**config.mk**
```make
export PLATFORM = sky130hd
export DESIGN_NAME = vga_text_window_flat
export DESIGN_NICKNAME = d
export VERILOG_FILES = /design/src/rtl/vga_text_window_if.sv /design/src/rtl/vga_text_window.sv /design/src/flat_wrapper.sv
export SDC_FILE = /design/constraint.sdc
export NUM_CORES = 1
export LEC_CHECK = 0
export CORE_MARGIN = 5
export CORE_UTILIZATION = 50
export CTS_CLUSTER_DIAMETER = 30
export DETAILED_ROUTE_END_ITERATION = 6
export DONT_BUFFER_PORTS = 1
export SYNTH_ARGS = -nofsm -noshare
export SYNTH_HDL_FRONTEND = slang
export SYNTH_SLANG_ARGS = --single-unit
export TNS_END_PERCENT = 50
```
**constraint.sdc**
```tcl
create_clock -name clk -period 3 [get_ports clk]
set_input_delay 0.6 -clock clk [delete_from_list [all_inputs] [get_ports clk]]
set_output_delay 0.6 -clock clk [all_outputs]
set_load 0.05 [all_outputs]
```
**src/rtl/vga_text_window_if.sv**
```systemverilog
// ---------------------------------------------------------------------------
// vga_text_window_if
// Memory-side bus between the text renderer and its external text RAM and
// font ROM. Both memories have one-cycle synchronous read latency.
//   char_addr  : text RAM address (row*COLS+col), driven by the renderer
//   char_code  : text RAM read data, valid one cycle after char_addr
//   glyph_addr : font ROM address {char_code, glyph_row}, driven by renderer
//   glyph_data : font ROM read data, valid one cycle after glyph_addr,
//                bit GLYPH_W-1 is the leftmost pixel
// Modports: master = renderer, slave = memories.
// ---------------------------------------------------------------------------
interface vga_text_window_if #(
  parameter int unsigned CHAR_AW  = 7,
  parameter int unsigned GLYPH_AW = 11,
  parameter int unsigned GLYPH_W  = 8
);
  logic [CHAR_AW-1:0]  char_addr;
  logic [7:0]          char_code;
  logic [GLYPH_AW-1:0] glyph_addr;
  logic [GLYPH_W-1:0]  glyph_data;

  modport master (output char_addr, output glyph_addr,
                  input  char_code, input  glyph_data);
  modport slave  (input  char_addr, input  glyph_addr,
                  output char_code, output glyph_data);
endinterface

```
**src/rtl/vga_text_window.sv**
```systemverilog
// ---------------------------------------------------------------------------
// vga_text_window
// Text-mode renderer: maps timing-generator x/y into a COLS x ROWS character
// window, fetches the character code from text RAM and the glyph row from
// font ROM, and serialises glyph bits MSB-first into fg/bg colour. Pixel data
// and syncs leave the block with a fixed latency of 3 clocks.
// Ports:
//   clk, rst          : pixel clock, asynchronous active-high reset
//   x_i, y_i          : current pixel column / line
//   valid_i           : visible-area flag
//   hsync_in_i/vsync_in_i : raw syncs
//   newframe_i        : one-cycle pulse at frame start (cursor blink only)
//   fg_color_i/bg_color_i : {R,G,B} colours, sampled at the output stage
//   mem               : text RAM / font ROM bus (master side)
//   r_o, g_o, b_o     : pixel colour, 0 outside the window or when blanked
//   hsync_o, vsync_o  : syncs delayed to match pixel data
// Optional feature: define VGA_TEXT_CURSOR_EN to add cursor_col_i /
// cursor_row_i and a 64-frame blinking inverted-cell cursor.
// ---------------------------------------------------------------------------
module vga_text_window #(
  parameter int unsigned GLYPH_W = 8,
  parameter int unsigned GLYPH_H = 8,
  parameter int unsigned COLS    = 32,
  parameter int unsigned ROWS    = 4,
  parameter int unsigned WIN_X0  = 64,
  parameter int unsigned WIN_Y0  = 300,
  parameter int unsigned COLOR_W = 1,
  localparam int unsigned COLW   = (COLS > 1) ? $clog2(COLS) : 1,
  localparam int unsigned TRW    = (ROWS > 1) ? $clog2(ROWS) : 1,
  localparam int unsigned CW     = 3 * COLOR_W
) (
  input  logic                clk,
  input  logic                rst,
  input  logic [9:0]          x_i,
  input  logic [9:0]          y_i,
  input  logic                valid_i,
  input  logic                hsync_in_i,
  input  logic                vsync_in_i,
  input  logic                newframe_i,
  input  logic [CW-1:0]       fg_color_i,
  input  logic [CW-1:0]       bg_color_i,
`ifdef VGA_TEXT_CURSOR_EN
  input  logic [COLW-1:0]     cursor_col_i,
  input  logic [TRW-1:0]      cursor_row_i,
`endif
  vga_text_window_if.master   mem,
  output logic [COLOR_W-1:0]  r_o,
  output logic [COLOR_W-1:0]  g_o,
  output logic [COLOR_W-1:0]  b_o,
  output logic                hsync_o,
  output logic                vsync_o
);

  localparam int unsigned PXW     = (GLYPH_W > 1) ? $clog2(GLYPH_W) : 1;
  localparam int unsigned GHW     = $clog2(GLYPH_H);
  localparam int unsigned CAW     = $clog2(COLS * ROWS);
  localparam int unsigned X_END   = WIN_X0 + COLS * GLYPH_W;
  localparam int unsigned Y_END   = WIN_Y0 + ROWS * GLYPH_H;
  localparam bit          PX_POW2 = (GLYPH_W == (1 << PXW));

  // Elaboration-time parameter sanity checks
  if (X_END > 1024) begin : g_bad_x
    $error("vga_text_window: WIN_X0+COLS*GLYPH_W exceeds 1024");
  end
  if (Y_END > 1024) begin : g_bad_y
    $error("vga_text_window: WIN_Y0+ROWS*GLYPH_H exceeds 1024");
  end
  if (GLYPH_H < 2 || (GLYPH_H & (GLYPH_H - 1)) != 0) begin : g_bad_h
    $error("vga_text_window: GLYPH_H must be a power of 2 >= 2");
  end

  // S0 signals (combinational from x/y)
  logic            in_x, in_y, in_win_d;
  logic [9:0]      ry;
  logic [PXW-1:0]  px_d;
  logic [COLW-1:0] col_d;
  logic [TRW-1:0]  trow_d;
  logic [GHW-1:0]  grow_d;
  logic [CAW-1:0]  caddr_d;

  // S1 / S2 pipeline registers
  logic            s1_in_win_q, s2_in_win_q;
  logic [PXW-1:0]  s1_px_q, s2_px_q;
  logic [GHW-1:0]  s1_grow_q;
  logic            s1_hs_q, s1_vs_q, s2_hs_q, s2_vs_q;

  // Output stage
  logic [CW-1:0]   rgb_d, rgb_q;
  logic            hs_q, vs_q;
  logic            glyph_bit, cur_inv;

  // Window decision from unsigned compares only (no reliance on underflow)
  assign in_x     = ({1'b0, x_i} >= 11'(WIN_X0)) && ({1'b0, x_i} < 11'(X_END));
  assign in_y     = ({1'b0, y_i} >= 11'(WIN_Y0)) && ({1'b0, y_i} < 11'(Y_END));
  assign in_win_d = valid_i && in_x && in_y;

  assign ry     = y_i - 10'(WIN_Y0);
  assign trow_d = TRW'(ry >> GHW);
  assign grow_d = ry[GHW-1:0];

  if (PX_POW2) begin : g_px_shift
    // Power-of-2 glyph width: column and pixel fall out of the relative x
    logic [9:0] rx;
    assign rx    = x_i - 10'(WIN_X0);
    assign px_d  = rx[PXW-1:0];
    assign col_d = COLW'(rx >> PXW);
  end else begin : g_px_count
    // Non-power-of-2 width: cell counter that restarts at the window edge
    // and otherwise advances one pixel per clock.
    logic [PXW-1:0]  cell_px_q;
    logic [COLW-1:0] cell_col_q;

    always_comb begin
      px_d  = cell_px_q + PXW'(1);
      col_d = cell_col_q;
      if (x_i == 10'(WIN_X0)) begin
        px_d  = '0;
        col_d = '0;
      end else if (cell_px_q == PXW'(GLYPH_W - 1)) begin
        px_d  = '0;
        col_d = cell_col_q + COLW'(1);
      end
    end

    always_ff @(posedge clk or posedge rst) begin
      if (rst) begin
        cell_px_q  <= '0;
        cell_col_q <= '0;
      end else begin
        cell_px_q  <= px_d;
        cell_col_q <= col_d;
      end
    end
  end

  assign caddr_d = CAW'(trow_d) * CAW'(COLS) + CAW'(col_d);

  // Text RAM address; forced to 0 outside the window and during reset
  always_comb begin
    mem.char_addr = '0;
    if (!rst && in_win_d) mem.char_addr = caddr_d;
  end

  // Font ROM address from the returned character code and the S1 glyph row
  always_comb begin
    mem.glyph_addr = '0;
    if (s1_in_win_q) mem.glyph_addr = {mem.char_code, s1_grow_q};
  end

`ifdef VGA_TEXT_CURSOR_EN
  // Blinking cursor: frame counter bit 5 gives a 64-frame, 50% duty blink
  logic [5:0] frame_q, frame_d;
  logic       cur_d, s1_cur_q, s2_cur_q;

  assign frame_d = newframe_i ? frame_q + 6'd1 : frame_q;
  assign cur_d   = in_win_d && (trow_d == cursor_row_i) &&
                   (col_d == cursor_col_i) && !frame_q[5];

  always_ff @(posedge clk or posedge rst) begin
    if (rst) begin
      frame_q  <= '0;
      s1_cur_q <= 1'b0;
      s2_cur_q <= 1'b0;
    end else begin
      frame_q  <= frame_d;
      s1_cur_q <= cur_d;
      s2_cur_q <= s1_cur_q;
    end
  end

  assign cur_inv = s2_cur_q;
`else
  logic unused_newframe;
  assign unused_newframe = newframe_i;
  assign cur_inv         = 1'b0;
`endif

  // Pixel bit, MSB first
  assign glyph_bit = mem.glyph_data[PXW'(GLYPH_W - 1) - s2_px_q];

  // Output colour; colours are taken live so a change shows on the next pixel
  always_comb begin
    rgb_d = '0;
    if (s2_in_win_q) rgb_d = (glyph_bit ^ cur_inv) ? fg_color_i : bg_color_i;
  end

  // Pipeline: S0->S1, S1->S2, S2->output
  always_ff @(posedge clk or posedge rst) begin
    if (rst) begin
      s1_in_win_q <= 1'b0;
      s1_px_q     <= '0;
      s1_grow_q   <= '0;
      s1_hs_q     <= 1'b0;
      s1_vs_q     <= 1'b0;
      s2_in_win_q <= 1'b0;
      s2_px_q     <= '0;
      s2_hs_q     <= 1'b0;
      s2_vs_q     <= 1'b0;
      rgb_q       <= '0;
      hs_q        <= 1'b0;
      vs_q        <= 1'b0;
    end else begin
      s1_in_win_q <= in_win_d;
      s1_px_q     <= px_d;
      s1_grow_q   <= grow_d;
      s1_hs_q     <= hsync_in_i;
      s1_vs_q     <= vsync_in_i;
      s2_in_win_q <= s1_in_win_q;
      s2_px_q     <= s1_px_q;
      s2_hs_q     <= s1_hs_q;
      s2_vs_q     <= s1_vs_q;
      rgb_q       <= rgb_d;
      hs_q        <= s2_hs_q;
      vs_q        <= s2_vs_q;
    end
  end

  assign r_o     = rgb_q[CW-1 -: COLOR_W];
  assign g_o     = rgb_q[2*COLOR_W-1 -: COLOR_W];
  assign b_o     = rgb_q[COLOR_W-1:0];
  assign hsync_o = hs_q;
  assign vsync_o = vs_q;

endmodule
```
**src/flat_wrapper.sv**
```systemverilog
// flat-port wrapper written by rule: the top's interface ports become plain ports
module vga_text_window_flat 
#(
  parameter int unsigned GLYPH_W = 8,
  parameter int unsigned GLYPH_H = 8,
  parameter int unsigned COLS    = 32,
  parameter int unsigned ROWS    = 4,
  parameter int unsigned WIN_X0  = 64,
  parameter int unsigned WIN_Y0  = 300,
  parameter int unsigned COLOR_W = 1,
  localparam int unsigned COLW   = (COLS > 1) ? $clog2(COLS) : 1,
  localparam int unsigned TRW    = (ROWS > 1) ? $clog2(ROWS) : 1,
  localparam int unsigned CW     = 3 * COLOR_W
)
  (clk, rst, x_i, y_i, valid_i, hsync_in_i, vsync_in_i, newframe_i, fg_color_i, bg_color_i, r_o, g_o, b_o, hsync_o, vsync_o, mem_char_addr, mem_glyph_addr, mem_char_code, mem_glyph_data);
  vga_text_window_if #(.GLYPH_W(GLYPH_W)) mem_i ();
  input  logic clk;
  input  logic rst;
  input  logic [9:0] x_i;
  input  logic [9:0] y_i;
  input  logic valid_i;
  input  logic hsync_in_i;
  input  logic vsync_in_i;
  input  logic newframe_i;
  input  logic [CW-1:0] fg_color_i;
  input  logic [CW-1:0] bg_color_i;
  output logic [COLOR_W-1:0] r_o;
  output logic [COLOR_W-1:0] g_o;
  output logic [COLOR_W-1:0] b_o;
  output logic hsync_o;
  output logic vsync_o;
  output wire logic [$bits(mem_i.char_addr)-1:0] mem_char_addr;
  output wire logic [$bits(mem_i.glyph_addr)-1:0] mem_glyph_addr;
  input wire logic [$bits(mem_i.char_code)-1:0] mem_char_code;
  input wire logic [$bits(mem_i.glyph_data)-1:0] mem_glyph_data;
  assign mem_char_addr = mem_i.char_addr;
  assign mem_glyph_addr = mem_i.glyph_addr;
  assign mem_i.char_code = mem_char_code;
  assign mem_i.glyph_data = mem_glyph_data;
  vga_text_window #(.GLYPH_W(GLYPH_W), .GLYPH_H(GLYPH_H), .COLS(COLS), .ROWS(ROWS), .WIN_X0(WIN_X0), .WIN_Y0(WIN_Y0), .COLOR_W(COLOR_W)) u_core (.clk(clk), .rst(rst), .x_i(x_i), .y_i(y_i), .valid_i(valid_i), .hsync_in_i(hsync_in_i), .vsync_in_i(vsync_in_i), .newframe_i(newframe_i), .fg_color_i(fg_color_i), .bg_color_i(bg_color_i), .mem(mem_i), .r_o(r_o), .g_o(g_o), .b_o(b_o), .hsync_o(hsync_o), .vsync_o(vsync_o));
endmodule
```
Word level (Yosys, flattened, before mapping)

Index checks and enable logic that the tools add are counted.

Reductions and logical operators: 6
Mux-type cells: 6
$add $sub $neg: 4
Order comparisons: 5

Operators by type and width:

| kind                  | number |
|---|---|
| $lt A10 B9 Y1 const B | 2 |
| $mux W11              | 1 |
| $ge A10 B7 Y1 const B | 1 |
| $ge A10 B9 Y1 const B | 1 |
| $sub A8 B7 Y8 const B | 1 |
| $add A7 B5 Y7         | 1 |
| $mux W7               | 1 |
| $mux W3               | 2 |
| $logic_and A1 B1 Y1   | 5 |
| $sub A5 B4 Y5 const B | 1 |
| $lt A3 B4 Y1 const B  | 1 |
| $bmux W1 S3           | 1 |
| $sub A3 B3 Y3 const A | 1 |
| $logic_not A1 Y1      | 1 |
| $mux W1               | 1 |

Input port bits: 48
Register bits: 20
Output and inout port bits: 23

Depth between registers and ports, before layout

Gate-level depths: netlist (run 1).

Depth after elaboration: 6
Gate-level depth with buffers: 6
Depth with buffers taken out: 6

Worst setup path before layout (run 1)

No wires, ideal clock.

Path type: input -> output
Start: input x_i[7]
End: output mem_char_addr[4]
Setup slack: 0.014 ns
Buffers on the path: 0
Stages: 6
Arrival: 2.386 ns
Required time: 2.400 ns
Cell sequence: inv_1 -> ha_1 -> or4b_1 -> o211ai_2 -> and4b_4 -> nor2b_1

Longest elaborated chain between the ends: 6
Elaborated cells between the ends (all ways): 9

Ends and longest elaborated chain:

| item                                                                  | RTL line               | RTL |
|---|---|---|
| start: declaration                                                    | flat_wrapper.sv:19     | `input logic [9:0] x_i;` |
| parallel branches: the longest is 5 deep, another holds $sub A8 B7 Y8 | -                      |  |
| $mux W7 (*)                                                           | vga_text_window.sv:141 | `if (!rst && in_win_d) mem.char_addr = caddr_d;` |
| end: declaration                                                      | flat_wrapper.sv:32     | `output wire logic [$bits(mem_i.char_addr)-1:0] mem_char_addr;` |

Every way passes the cells marked *.

Final worst setup path (run 1)

Start: input x_i[7]
End: output mem_char_addr[6]

The elaborated chain is that of the path after synthesis.

==> impl_metrics.tcl, run 1 <==
set metrics [dict create \
    status "finished clean" \
    vias 571 \
    cts_sinks 20 \
    rsz0062_at_grt "false" \
    drt_iter0_drc 4 \
    routed_wl_um 1640 \
    hold_slack_ps 235 \
    crit_family "simple AND/OR/NAND/NOR gates" \
    path_max_fanout 7 \
    tns_ps 0 \
    setup_viol 0 \
    ctsRootBufferMaster "clkbuf_4" \
    clock_latency_ps 290 \
    power.total_mw 0.526 \
    hpwl_um 1370 \
    irDropWorstVdd_mv 0.223 \
    cts-resized-gates 0 \
    final_common_cell "dfrtp_1" \
    ys_warn_count 0 \
    p_leak_nw 0.471 \
    crit_arrival_ps 2090 \
    netlist_instances 72 \
    gp_congestion 0.634 \
    grt_pass1_wl_um 2620 \
    drt.antenna.violating_nets 0 \
    grt_pass1_vias 665 \
    max_stage_delay_ps 450 \
    synth_area_per_cell_um2 12.1 \
    fillCellCount 147 \
    worst-path-buf-inv 2 \
    ctsHoldBuffers 0 \
    start_util_pct 51.5 \
    final_util_pct 59.2 \
    p_per_area_nw_per_um2 526 \
    cp_slowest_cell "or4b_1" \
    hold_violations 0 \
    post-place-cells 96 \
    synth_nets 123 \
    cp-start-kind "input pin" \
    synth.distinct_cells 21 \
    core_area_um2 1690 \
    grt_usage_pct 13.1 \
    cts_buffers 3 \
    antenna_found_initial 0 \
    first_pass_iters 4 \
    fin_ws_ps 309 \
    avgRoutedWirePerCell_um 16.4 \
    finalNonFillerCells 100 \
    end_kind "primary output" \
    drive_gt1_share_pct 21.7 \
    layout_min_cycle_time_ps 2690 \
    drc 0 \
    io_buffers 0 \
    die_h_um 51.7 \
    cap_viol_max_count 0 \
    cts_tree "done" \
    htreeDepth 1 \
    rows 15 \
    slew_headroom_pct 66.5 \
    grt_overflow_total 0 \
    fin_nets 135 \
    required_ps 2400 \
    synth_seq_area_share_pct 57.6 \
    post_drt_via_cell_ratio 5.71 \
    crit_type "in2out" \
    timing.final.crit_share_pct 89.7 \
    fmax_mhz 372 \
    area_growth_pct 15.0 \
    finish.instance_area_um2 1000 \
    netlist_area_um2 870 \
    worst_pin_slew_ps 505 \
    clkTransAtPathRegs_ps 110 \
    die_area_um2 2670 \
    postCtsSetupBuffers 0 \
    diodes 0 \
    cts_buffer_depth 2 \
    die_width_um 51.7 \
    ios 71 \
    grt_start_max_net_pins 21 \
    mostFrequentLayoutCells "dfrtp_1 (20), and2_1 (16), buf_4 (8), inv_1 (5), nand2_1 (5)" \
    ys_ff_latch 20 \
    finalClockSkew_ps 9.34 \
    finalMaxSlewViolations 0 \
    crit_chain "inv_1 > ha_1 > or4b_1 > o211ai_2 > and4b_4 > a21boi_2 > buf_4" \
    hp-class "in2async" \
    dp_slack_ps 300 \
    place_area_um2 947 \
]
-- worst paths after layout --
check	startpoint	endpoint	cells after the start	slack (ps)
worst max-delay path	x_i[7]	mem_char_addr[6]	7	310
worst min-delay path	rst	u_core.s1_hs_q	2	230
worst max register to register	u_core.s2_px_q[0]	u_core.rgb_q[0]	3	1500
worst min register to register	u_core.s1_px_q[1]	u_core.s2_px_q[1]	0	360
max in group asynchronous	rst	u_core.s2_px_q[2]	2	2560
min in group clk	y_i[1]	u_core.s1_grow_q[1]	0	320
-- cell usage after synthesis, drive strengths merged --
master,n,area share (%)
dfrtp,20,58
and2,16,12
inv,5,2.2
nand2,5,2.2
ha,3,4.3
nand3,3,1.7
o21ai,3,1.7
mux4,2,5.2
nor2b,2,1.4
nor3,2,1.2
a21boi,1,1.3
a22oi,1,0.86
and4b,1,1.6
clkbuf,1,0.43
mux2i,1,1.2
nor2,1,0.43
o2111a,1,1.3
o211ai,1,1.4
or2,1,0.72
or3,1,0.72
or4b,1,1.2
-- area by class of cell --
class | count | area (um^2) | area share [%]
flip-flops and latches | 20 | 500 | 50.1
multi-input cells | 46 | 347 | 34.7
repair buffers | 8 | 60.1 | 6.01
clock inverters | 1 | 30.0 | 3.00
clock buffers | 3 | 22.5 | 2.25
well taps | 17 | 21.3 | 2.13
inverters | 5 | 18.8 | 1.88
-- layer usage --
layer  GRT usage, %  vias to the layer above  routed length [um]
li1               -                      264                   -
met1           13.8                      261                 544
met2           22.9                       44                 871
met3           4.87                        2                 206
met4           6.55                        0                  16
met5              0                        -                   0
-- power breakdown --
part | leakage (nW) | switching, mW | total [mW] | internal [mW]
combinational | 0.198 | 0.0151 | 0.0269 | 0.0118
sequential | 0.245 | 0.00911 | 0.289 | 0.280
clock | 0.0279 | 0.0755 | 0.210 | 0.135
total | 0.471 | 0.0997 | 0.526 | 0.426
-- flip-flops by register name (all words and copies together), names as in the netlist --
| register | count |
|---|---|
| u_core.hsync_o | 1 |
| u_core.rgb_q | 3 |
| u_core.s1_grow_q | 3 |
| u_core.s1_hs_q | 1 |
| u_core.s1_in_win_q | 1 |
| u_core.s1_px_q | 3 |
| u_core.s1_vs_q | 1 |
| u_core.s2_hs_q | 1 |
| u_core.s2_in_win_q | 1 |
| u_core.s2_px_q | 3 |
| u_core.s2_vs_q | 1 |
| u_core.vsync_o | 1 |
-- kinds of logic (layout without fill, tap and decap cells) --
group                    count (synthesis)  in the layout  synth area share, %
multiplexers                             3              3                 6.33
AO/OA/AOI/OAI                            7              7                 6.62
AND/OR/NAND/NOR                         33             33                 22.6
adder cells (fa/ha/maj)                  3              3                 4.32
flip-flops                              20             20                 57.6
buffers and inverters                    6             17                 2.59
(Power assumes the default switching activity.)
==> run 2, diff against run 1 <==
Settings changed: PLACE_DENSITY from default to 0.68.
Clock period 3 ns to 2.2 ns, I/O delays scaled along.
==> impl_metrics.tcl, run 2 (synthesized netlist as in run 1, its figures left out) <==
set metrics [dict create \
    crit_type "in2out" \
    cts_buffer_depth 2 \
    fillCellCount 135 \
    hold_violations 0 \
    rr_worst_depth 3 \
    grt_use_met3_pct 2.87 \
    finish.instance_area_um2 1070 \
    final_common_cell "dfrtp_1" \
    ctsHoldBuffers 0 \
    irDropWorstVdd_mv 0.364 \
    cap_viol_max_count 0 \
    end_kind "primary output" \
    timing.final.crit_share_pct 103 \
    worst_pin_slew_ps 526 \
    crit_arrival_ps 1830 \
    ios 71 \
    fin_nets 133 \
    post-place-cells 93 \
    core_area_um2 1690 \
    layout_min_cycle_time_ps 2270 \
    setup_viol 6 \
    final-seq-area_um2 500 \
    r2r_slack_ps 690 \
    grt_usage_pct 12.4 \
    slew_headroom_pct 65.2 \
    grt_overflow_total 0 \
    path_max_fanout 7 \
    fin_ws_ps -65.4 \
    drt.antenna.violating_nets 0 \
    routed_wl_um 1620 \
    first_pass_iters 4 \
    p_leak_nw 0.476 \
    grtUsageMet2_pct 19.7 \
    fmax_mhz 441 \
    grt_pass1_vias 561 \
    cts_sinks 20 \
    multi_input_area_um2 385 \
    reg2reg_from "u_core.s2_px_q[0]" \
    rows 15 \
    die_h_um 51.7 \
    status "finished, violations left" \
    hp-class "in2async" \
    finalClockSkew_ps 8.73 \
    use_met1_pct 15.1 \
    gp_congestion 0.615 \
    grt_start_max_net_pins 21 \
    p_per_area_nw_per_um2 679 \
    vias 544 \
    start_util_pct 51.5 \
    clock_latency_ps 290 \
    htreeDepth 1 \
    grt_pass1_wl_um 2460 \
    drive_gt1_share_pct 30.9 \
    rsz0062_at_grt "true" \
    avgRoutedWirePerCell_um 16.6 \
    drc 0 \
    die_width_um 51.7 \
    mostFrequentLayoutCells "dfrtp_1 (20), and2_1 (11), nand2_1 (5)" \
    cp-start-kind "input pin" \
    busiest_layer "met2" \
    required_ps 1760 \
    finalNonFillerCells 98 \
    cts_buffers 3 \
    rr_endpoint "u_core.rgb_q[0]" \
    place_area_um2 996 \
    antenna_found_initial 0 \
    area_growth_pct 23.6 \
    post_drt_via_cell_ratio 5.55 \
    die_area_um2 2670 \
    diodes 0 \
    clkTransAtPathRegs_ps 110 \
    dp_slack_ps -79.5 \
    finalMaxSlewViolations 0 \
    hpwl_um 1360 \
    ctsRootBufferMaster "clkbuf_4" \
    cts_tree "done" \
    drt_iter0_drc 11 \
    failed_checks "negative setup slack" \
    io_buffers 0 \
]
run 2: cell count changes in the layout (fill, tap and decap cells not counted), sizes merged:
cell,previous run,this run
inv,5,4
clkinv,0,1
buf,8,6
run 2: power breakdown:
part	internal (mW)	switching [mW]	leakage, nW
registers	0.381	0.0123	0.245
logic	0.0223	0.0237	0.203
clock network	0.184	0.106	0.0279
total	0.588	0.142	0.476
run 2: layout make-up:
cell class,count,area share (%)
clock buffers,3,2.10
clock inverters,1,2.79
inverters,5,4.19
multi-input cells,46,35.9
flip-flops and latches,20,46.6
well taps,17,1.98
repair buffers,6,6.52
run 2: what timing repair did:
item | CTS | global route
cloned | 0 | 0
gates resized for setup | 1 | 3
buffers inserted | 0 | 1
setup endpoints to repair | 7 | 7
pin swaps | 0 | 1
run 2: layer usage:
metal | part of all wire, % | vias to the layer above
li1 | - | 258
met2 | 50 | 37
met5 | 0 | -
met3 | 12 | 2
met4 | 0.99 | 0
met1 | 37 | 247
run 2: critical path: stages:
cell       delay [ps]
clkinv_16          30
ha_4              100
or4b_4            440
o211ai_2          170
and4b_4           290
a21boi_4          200
buf_12            150
run 2: how the worst max path moves through the flow:
| stage | slack, ps | endpoint | cells after the start | startpoint |
|---|---|---|---|---|
| 3_5_place_dp | -80 | mem_char_addr[6] | 7 | x_i[7] |
| 3_3_place_gp | -70 | mem_char_addr[6] | 7 | x_i[7] |
| 5_1_grt | -120 | mem_char_addr[6] | 7 | x_i[7] |
| 2_1_floorplan | -50 | mem_char_addr[6] | 6 | x_i[7] |
| 6_report | -70 | mem_char_addr[6] | 7 | x_i[7] |
| 4_1_cts | -80 | mem_char_addr[6] | 7 | x_i[7] |
run 2: through the flow:
stage                     TNS, ps  utilization, %  hold slack, ps  total power, mW
final                        -205            63.6            73.5            0.730
after global routing         -462            63.6            89.3            0.766
after CTS                    -340            62.3            73.2            0.737
after detailed placement     -353            59.0             335            0.446
after global placement       -325            59.0             333            0.445
after floorplan             -50.9               -             331            0.435
